===== config.mk =====
export PLATFORM = sky130hd
export DESIGN_NAME = jtopl_eg_step_mux
export DESIGN_NICKNAME = d
export VERILOG_FILES = /design/src/rtl/jtopl_eg_step_mux.sv
export SDC_FILE = /design/constraint.sdc
export NUM_CORES = 1
export LEC_CHECK = 0
export BUFFER_PORTS_ARGS = -buffer_cell sky130_fd_sc_hd__buf_2
export CAP_MARGIN = 30
export CORE_MARGIN = 2
export CORE_UTILIZATION = 40
export DETAILED_ROUTE_END_ITERATION = 7
export SLEW_MARGIN = 25
export SYNTH_ARGS = -nofsm -noshare
export SYNTH_HDL_FRONTEND = slang
export SYNTH_SLANG_ARGS = --single-unit

===== constraint.sdc =====
create_clock -name clk -period 5.6 [get_ports clk]
set_input_delay 0.56 -clock clk [delete_from_list [all_inputs] [get_ports clk]]
set_output_delay 0.56 -clock clk [all_outputs]
set_load 0.01 [all_outputs]

===== src/rtl/jtopl_eg_step_mux.sv =====
// ---------------------------------------------------------------------------
// jtopl_eg_step_mux
//
// Envelope-rate step engine for the JTOPL envelope generator. It serves one
// operator slot per enabled clock. It owns the global envelope counter and
// the slot sequencer. Per slot it computes the effective rate, picks a 3-bit
// window of the envelope counter and derives the step strobe. It also keeps
// each slot's previous window LSB, so sum_up needs no external feedback loop.
//
// Two-stage pipeline, both stages advance on cen:
//   stage 1 : sample the slot inputs and eg_cnt, compute rate and window
//   stage 2 : pattern lookup, per-slot LSB compare, registered outputs
//
// Parameters
//   SLOTS : operator slots per sweep (>= 2)
//   CNTW  : envelope counter width (>= 4)
//   SW    : slot index width, 2**SW >= SLOTS
//
// Ports
//   clk        system clock
//   rst_n      synchronous active-low reset
//   cen        clock enable for all state
//   eg_hold    freezes the envelope counter; the sequencer keeps running
//   attack     current slot is in attack phase
//   base_rate  current slot base rate (0 = stopped)
//   keycode    current slot key code
//   ks         key scale rate enable
//   slot       slot index whose inputs are sampled this cycle
//   step       registered step strobe for slot_o
//   rate       registered effective rate for slot_o
//   sum_up     registered: window LSB changed since slot_o was last served
//   slot_o     slot index the registered outputs belong to
//   eg_cnt_o   current envelope counter
// ---------------------------------------------------------------------------
module jtopl_eg_step_mux #(
    parameter int SLOTS = 18,
    parameter int CNTW  = 15,
    parameter int SW    = 5
) (
    input  logic            clk,
    input  logic            rst_n,
    input  logic            cen,
    input  logic            eg_hold,
    input  logic            attack,
    input  logic [4:0]      base_rate,
    input  logic [3:0]      keycode,
    input  logic            ks,
    output logic [SW-1:0]   slot,
    output logic            step,
    output logic [5:0]      rate,
    output logic            sum_up,
    output logic [SW-1:0]   slot_o,
    output logic [CNTW-1:0] eg_cnt_o
);

    // Shift amount wide enough to hold CNTW-3.
    localparam int SHW = $clog2(CNTW) + 1;
    // Largest usable window offset; m itself never exceeds 16.
    localparam logic [4:0] MMAX = ((CNTW - 3) > 16) ? 5'd16 : 5'(CNTW - 3);

    // ------------------------------------------------------------------
    // Sequencer and envelope counter state
    // ------------------------------------------------------------------
    logic [SW-1:0]   slot_q;
    logic [SW-1:0]   slot_d;
    logic [CNTW-1:0] eg_cnt_q;
    logic [CNTW-1:0] eg_cnt_d;
    logic            last_slot;

    always_comb begin
        last_slot = (slot_q == SW'(SLOTS - 1));
        slot_d    = last_slot ? '0 : slot_q + SW'(1);
        // Counter moves once per sweep, after the last slot has sampled it,
        // so every slot of one sweep sees the same value.
        eg_cnt_d  = (last_slot && !eg_hold) ? eg_cnt_q + CNTW'(1) : eg_cnt_q;
    end

    // ------------------------------------------------------------------
    // Stage 1: effective rate and counter window
    // ------------------------------------------------------------------
    logic [6:0]     pre_s0;
    logic [5:0]     rate_s0;
    logic [4:0]     m_raw_s0;
    logic [4:0]     m_clip_s0;
    logic [SHW-1:0] shamt_s0;
    logic [2:0]     cnt_s0;

    always_comb begin
        // 7-bit sum; wraps for the largest base rates by design.
        if (base_rate == 5'd0) begin
            pre_s0 = 7'd0;
        end else begin
            pre_s0 = {base_rate, 2'b00} +
                     (ks ? {3'b000, keycode} : {5'b00000, keycode[3:2]});
        end
        rate_s0   = (pre_s0 >= 7'd60) ? 6'd60 : pre_s0[5:0];
        m_raw_s0  = {1'b0, rate_s0[5:2]} + {4'b0000, attack};
        m_clip_s0 = (m_raw_s0 > MMAX) ? MMAX : m_raw_s0;
        // Window eg_cnt[CNTW-1-m -: 3] is the counter shifted right by CNTW-3-m.
        shamt_s0  = SHW'(CNTW - 3) - SHW'(m_clip_s0);
        cnt_s0    = 3'(eg_cnt_q >> shamt_s0);
    end

    logic          s1_valid;
    logic [5:0]    s1_rate;
    logic [2:0]    s1_cnt;
    logic          s1_attack;
    logic [SW-1:0] s1_slot;

    // ------------------------------------------------------------------
    // Stage 2: step pattern and per-slot LSB tracking
    // ------------------------------------------------------------------
    logic [SLOTS-1:0] lsb_flag;
    logic [7:0]       pat_s1;
    logic             step_s1;
    logic             flag_cur;
    logic             sum_s1;

    always_comb begin
        pat_s1 = 8'h00;
        if (s1_rate[5:4] == 2'b11) begin
            if (s1_attack && (s1_rate[5:2] == 4'hf)) begin
                pat_s1 = 8'hff;
            end else begin
                unique case (s1_rate[1:0])
                    2'd0: pat_s1 = 8'h00;
                    2'd1: pat_s1 = 8'h88;
                    2'd2: pat_s1 = 8'haa;
                    2'd3: pat_s1 = 8'hee;
                endcase
            end
        end else begin
            if ((s1_rate[5:2] == 4'h0) && !s1_attack) begin
                pat_s1 = 8'hfe;
            end else begin
                unique case (s1_rate[1:0])
                    2'd0: pat_s1 = 8'haa;
                    2'd1: pat_s1 = 8'hea;
                    2'd2: pat_s1 = 8'hee;
                    2'd3: pat_s1 = 8'hfe;
                endcase
            end
        end
        // Rates 0 and 1 never step.
        step_s1 = (s1_rate[5:1] == 5'd0) ? 1'b0 : pat_s1[s1_cnt];
    end

    // Decoded lookup keeps out-of-range slot codes harmless.
    always_comb begin
        flag_cur = 1'b0;
        for (int i = 0; i < SLOTS; i++) begin
            if (s1_slot == SW'(i)) begin
                flag_cur = lsb_flag[i];
            end
        end
        sum_s1 = s1_cnt[0] ^ flag_cur;
    end

    // ------------------------------------------------------------------
    // State
    // ------------------------------------------------------------------
    always_ff @(posedge clk) begin
        if (!rst_n) begin
            slot_q    <= '0;
            eg_cnt_q  <= '0;
            s1_valid  <= 1'b0;
            s1_rate   <= '0;
            s1_cnt    <= '0;
            s1_attack <= 1'b0;
            s1_slot   <= '0;
            lsb_flag  <= '0;
            step      <= 1'b0;
            rate      <= '0;
            sum_up    <= 1'b0;
            slot_o    <= '0;
        end else if (cen) begin
            slot_q    <= slot_d;
            eg_cnt_q  <= eg_cnt_d;

            s1_valid  <= 1'b1;
            s1_rate   <= rate_s0;
            s1_cnt    <= cnt_s0;
            s1_attack <= attack;
            s1_slot   <= slot_q;

            if (s1_valid) begin
                step   <= step_s1;
                rate   <= s1_rate;
                sum_up <= sum_s1;
                slot_o <= s1_slot;
                for (int i = 0; i < SLOTS; i++) begin
                    if (s1_slot == SW'(i)) begin
                        lsb_flag[i] <= s1_cnt[0];
                    end
                end
            end else begin
                // Stage 1 holds nothing yet after reset.
                step   <= 1'b0;
                rate   <= '0;
                sum_up <= 1'b0;
                slot_o <= '0;
            end
        end
    end

    assign slot     = slot_q;
    assign eg_cnt_o = eg_cnt_q;

endmodule


==> results.ini <==
[worst_setup_path]
arrival_ns=5.09
cp_max_fo=26
cp-start-kind=input port
cp.required_ns=5.82
critPathKind=input port to register
endpoint_kind=register
critical_path.startpoint=ks
r2r-start=slot[0]

[global_routing]
grt.total_usage=0.177
grt_pass1_wl_um=16600
antenna_found_initial=0
overflow=0
grt_start_max_net_pins=67
grt_pass1_vias=3415

[run]
drv_cap=0

[placed_design]
dpl_cell_area_mm2=0.00455
dpl.hpwl_um=6880
finalWeightedCongestion=0.822
portBuffers=47

[power]
p_leak_nw=1.84
total_power_mw=1.14
seq_power_share=0.438
swShare=0.310
clkPwrFrac=0.374
p_int_uw=789
cellPowerDensity_mw_per_mm2=240
peakVddDrop_mv=0.0979
comb_power_share=0.188
switchingPower_uw=354

[logic_synthesis]
ys.flop_type=dfxtp_1
yosysTopAreaCellShare=0.315
synth_top_area_cell=dfxtp_1
ys_seq_area_frac=0.315
syn-instance-count=499
syn_avg_cell_area_um2=8.54
synth-edff-count=0
ys_ff_latch=67
synth_area_mm2=0.00426
synth.distinct_cells=70
syn_nets=523
synthTopCellsByArea=dfxtp_1 31%, mux2i_1 8.7%, nor2b_1 6.6%
yosys_warnings=0
async_reset_ff_frac=0

[cts]
cts_tree=yes
cts_sinks=67
cts.htree.levels=3
clk_pin_slew_ns=0.08
cts_root_buf=clkbuf_8
cts.path.max_buffers=2
cts_resized=0
ctsHoldBuffers=0
cts_made_buffers=9
clk_latency_ns=0.35
postCtsSetupRepairBufs=0

[drt]
drtPass1Iterations=4
drtIter0Drc=130
drc=0
drtAntennaViolNets=0
via_per_inst=5.49
wirelength_um=10000
wire_per_inst_um=14.9
num_vias=3678

[floorplanning]
core_area_mm2=0.0103
die_x_um=107
die_h_um=107
num_io_pins=48
rows=37
start_util=0.413
die_area_mm2=0.0115

[sta]
slew_violations=0
fin_crit_sh=0.870
setup_viol=0
rsz0062_at_grt=false
timing.fmax_mhz=205
setup-tns-final_ns=0
hold_violations=0
fin_skew_ns=0.0135
slew_headroom=0.359
fin_crit_ns=4.87
worst_pin_slew_ns=0.954

[layout]
final_cell_area_mm2=0.00476
num_antenna_cells=0
drive_gt1_frac=0.176
area_growth_pct=11.6
nNetsFinal=553

[min_path]
hp-class=register to register
worstHoldStart=lsb_flag[8]

[outcome]
outcome=finished clean

power by group through the flow:
stage	clock (mW)	combinational, mW	sequential (mW)
floorplan	0	0.178	0.505
global placement	0	0.208	0.512
detailed placement	0	0.213	0.512
CTS	0.442	0.214	0.501
global route	0.464	0.236	0.503
finish	0.427	0.214	0.501
worst max-delay path, cell delays in order:
cell	delay (ns)
buf_2	0.12
and2_1	0.14
ha_1	0.21
fa_1	0.50
nand3_1	0.18
xor2_1	0.19
nand2_1	0.08
ha_1	0.24
ha_1	0.28
nor2b_1	0.24
o211ai_1	0.16
o2111ai_1	0.13
and3_4	0.33
ha_1	0.20
buf_4	0.30
nor2b_1	0.14
o22ai_1	0.15
a31oi_1	0.09
a2111oi_0	0.48
a22oi_1	0.12
mux2i_1	0.15
o211ai_1	0.09
state kept, by name (all words and copies together) (netlist names):
signal,cells
slot_o,5
s1_cnt,3
s1_slot,5
sum_up,1
s1_valid,1
eg_cnt_o,15
rate,6
slot,5
s1_attack,1
step,1
lsb_flag,18
s1_rate,6
Yosys cell counts (10+ instances only):
cell type  count
and2_1        15
nor3_1        11
nor2b_1       45
a21boi_0      19
o21ai_0       18
mux2i_1       37
nand2_1       53
nand4_1       10
dfxtp_1       67
clkbuf_1      23
nor2_1        17
nand3_1       23
a21oi_1       19
path summary, 6_finish.rpt:
check | to | slack [ns] | cells after the start
setup / recovery | s1_cnt[0] | 0.73 | 22
hold / removal | lsb_flag[8] | 0.47 | 2
setup reg to reg | eg_cnt_o[5] | 2.99 | 7
hold reg to reg | lsb_flag[8] | 0.47 | 2
metal layers:
| metal | share of wire | GRT usage |
|---|---|---|
| met3 | 0.038 | 0.0249 |
| met1 | 0.48 | 0.246 |
| met2 | 0.46 | 0.274 |
| met5 | 0 | 0 |
| met4 | 0.019 | 0.0742 |
metrics by stage:
stage          cells   util  setup slack, ns  hold slack, ns
3_3_place_gp     653  0.440            0.580           0.450
6_report         670  0.461            0.727           0.465
3_5_place_dp     653  0.440            0.437           0.461
4_1_cts          669  0.460            0.789           0.473
5_1_grt          670  0.461            0.324           0.487
2_1_floorplan    499      -            0.443           0.440
layout by cell type, fill, tap and decap left out, types with 3 or more instances in the layout:
master,count
dfxtp_1,67
nand2_1,53
buf_2,46
nor2b_1,45
mux2i_1,37
nand3_1,23
a21oi_1,19
a21boi_0,19
o21ai_0,18
nor2_1,17
and2_1,15
nor3_1,11
nand4_1,10
inv_1,9
xnor2_1,9
clkbuf_8,9
and3_1,8
ha_1,8
xor2_1,7
mux2_2,7
or3_1,6
nand2b_1,6
inv_6,5
o2111ai_1,4
o211a_1,4
mux4_2,4
a31oi_1,4
nand3b_1,3
o22ai_1,3
o211ai_1,3
o21a_1,3
buf_4,3
logic make-up after synthesis:
logic type,synth area share
AOI/OAI and AO/OA,0.178
xor gates and xnor gates,0.0329
buffers and inverters,0.0402
and+or+nand+nor,0.272
muxes,0.132
adders and majority gates,0.0305
DFF,0.315
layout make-up:
class | count | area (um^2)
fill | 1005 | 5570
timing repair buffer | 50 | 258
tap | 136 | 170
clock buffer | 9 | 124
multi-input combinational | 392 | 2750
clock inverter | 7 | 81.3
inverter | 9 | 33.8
sequential | 67 | 1340
(Power assumes the default switching activity.)
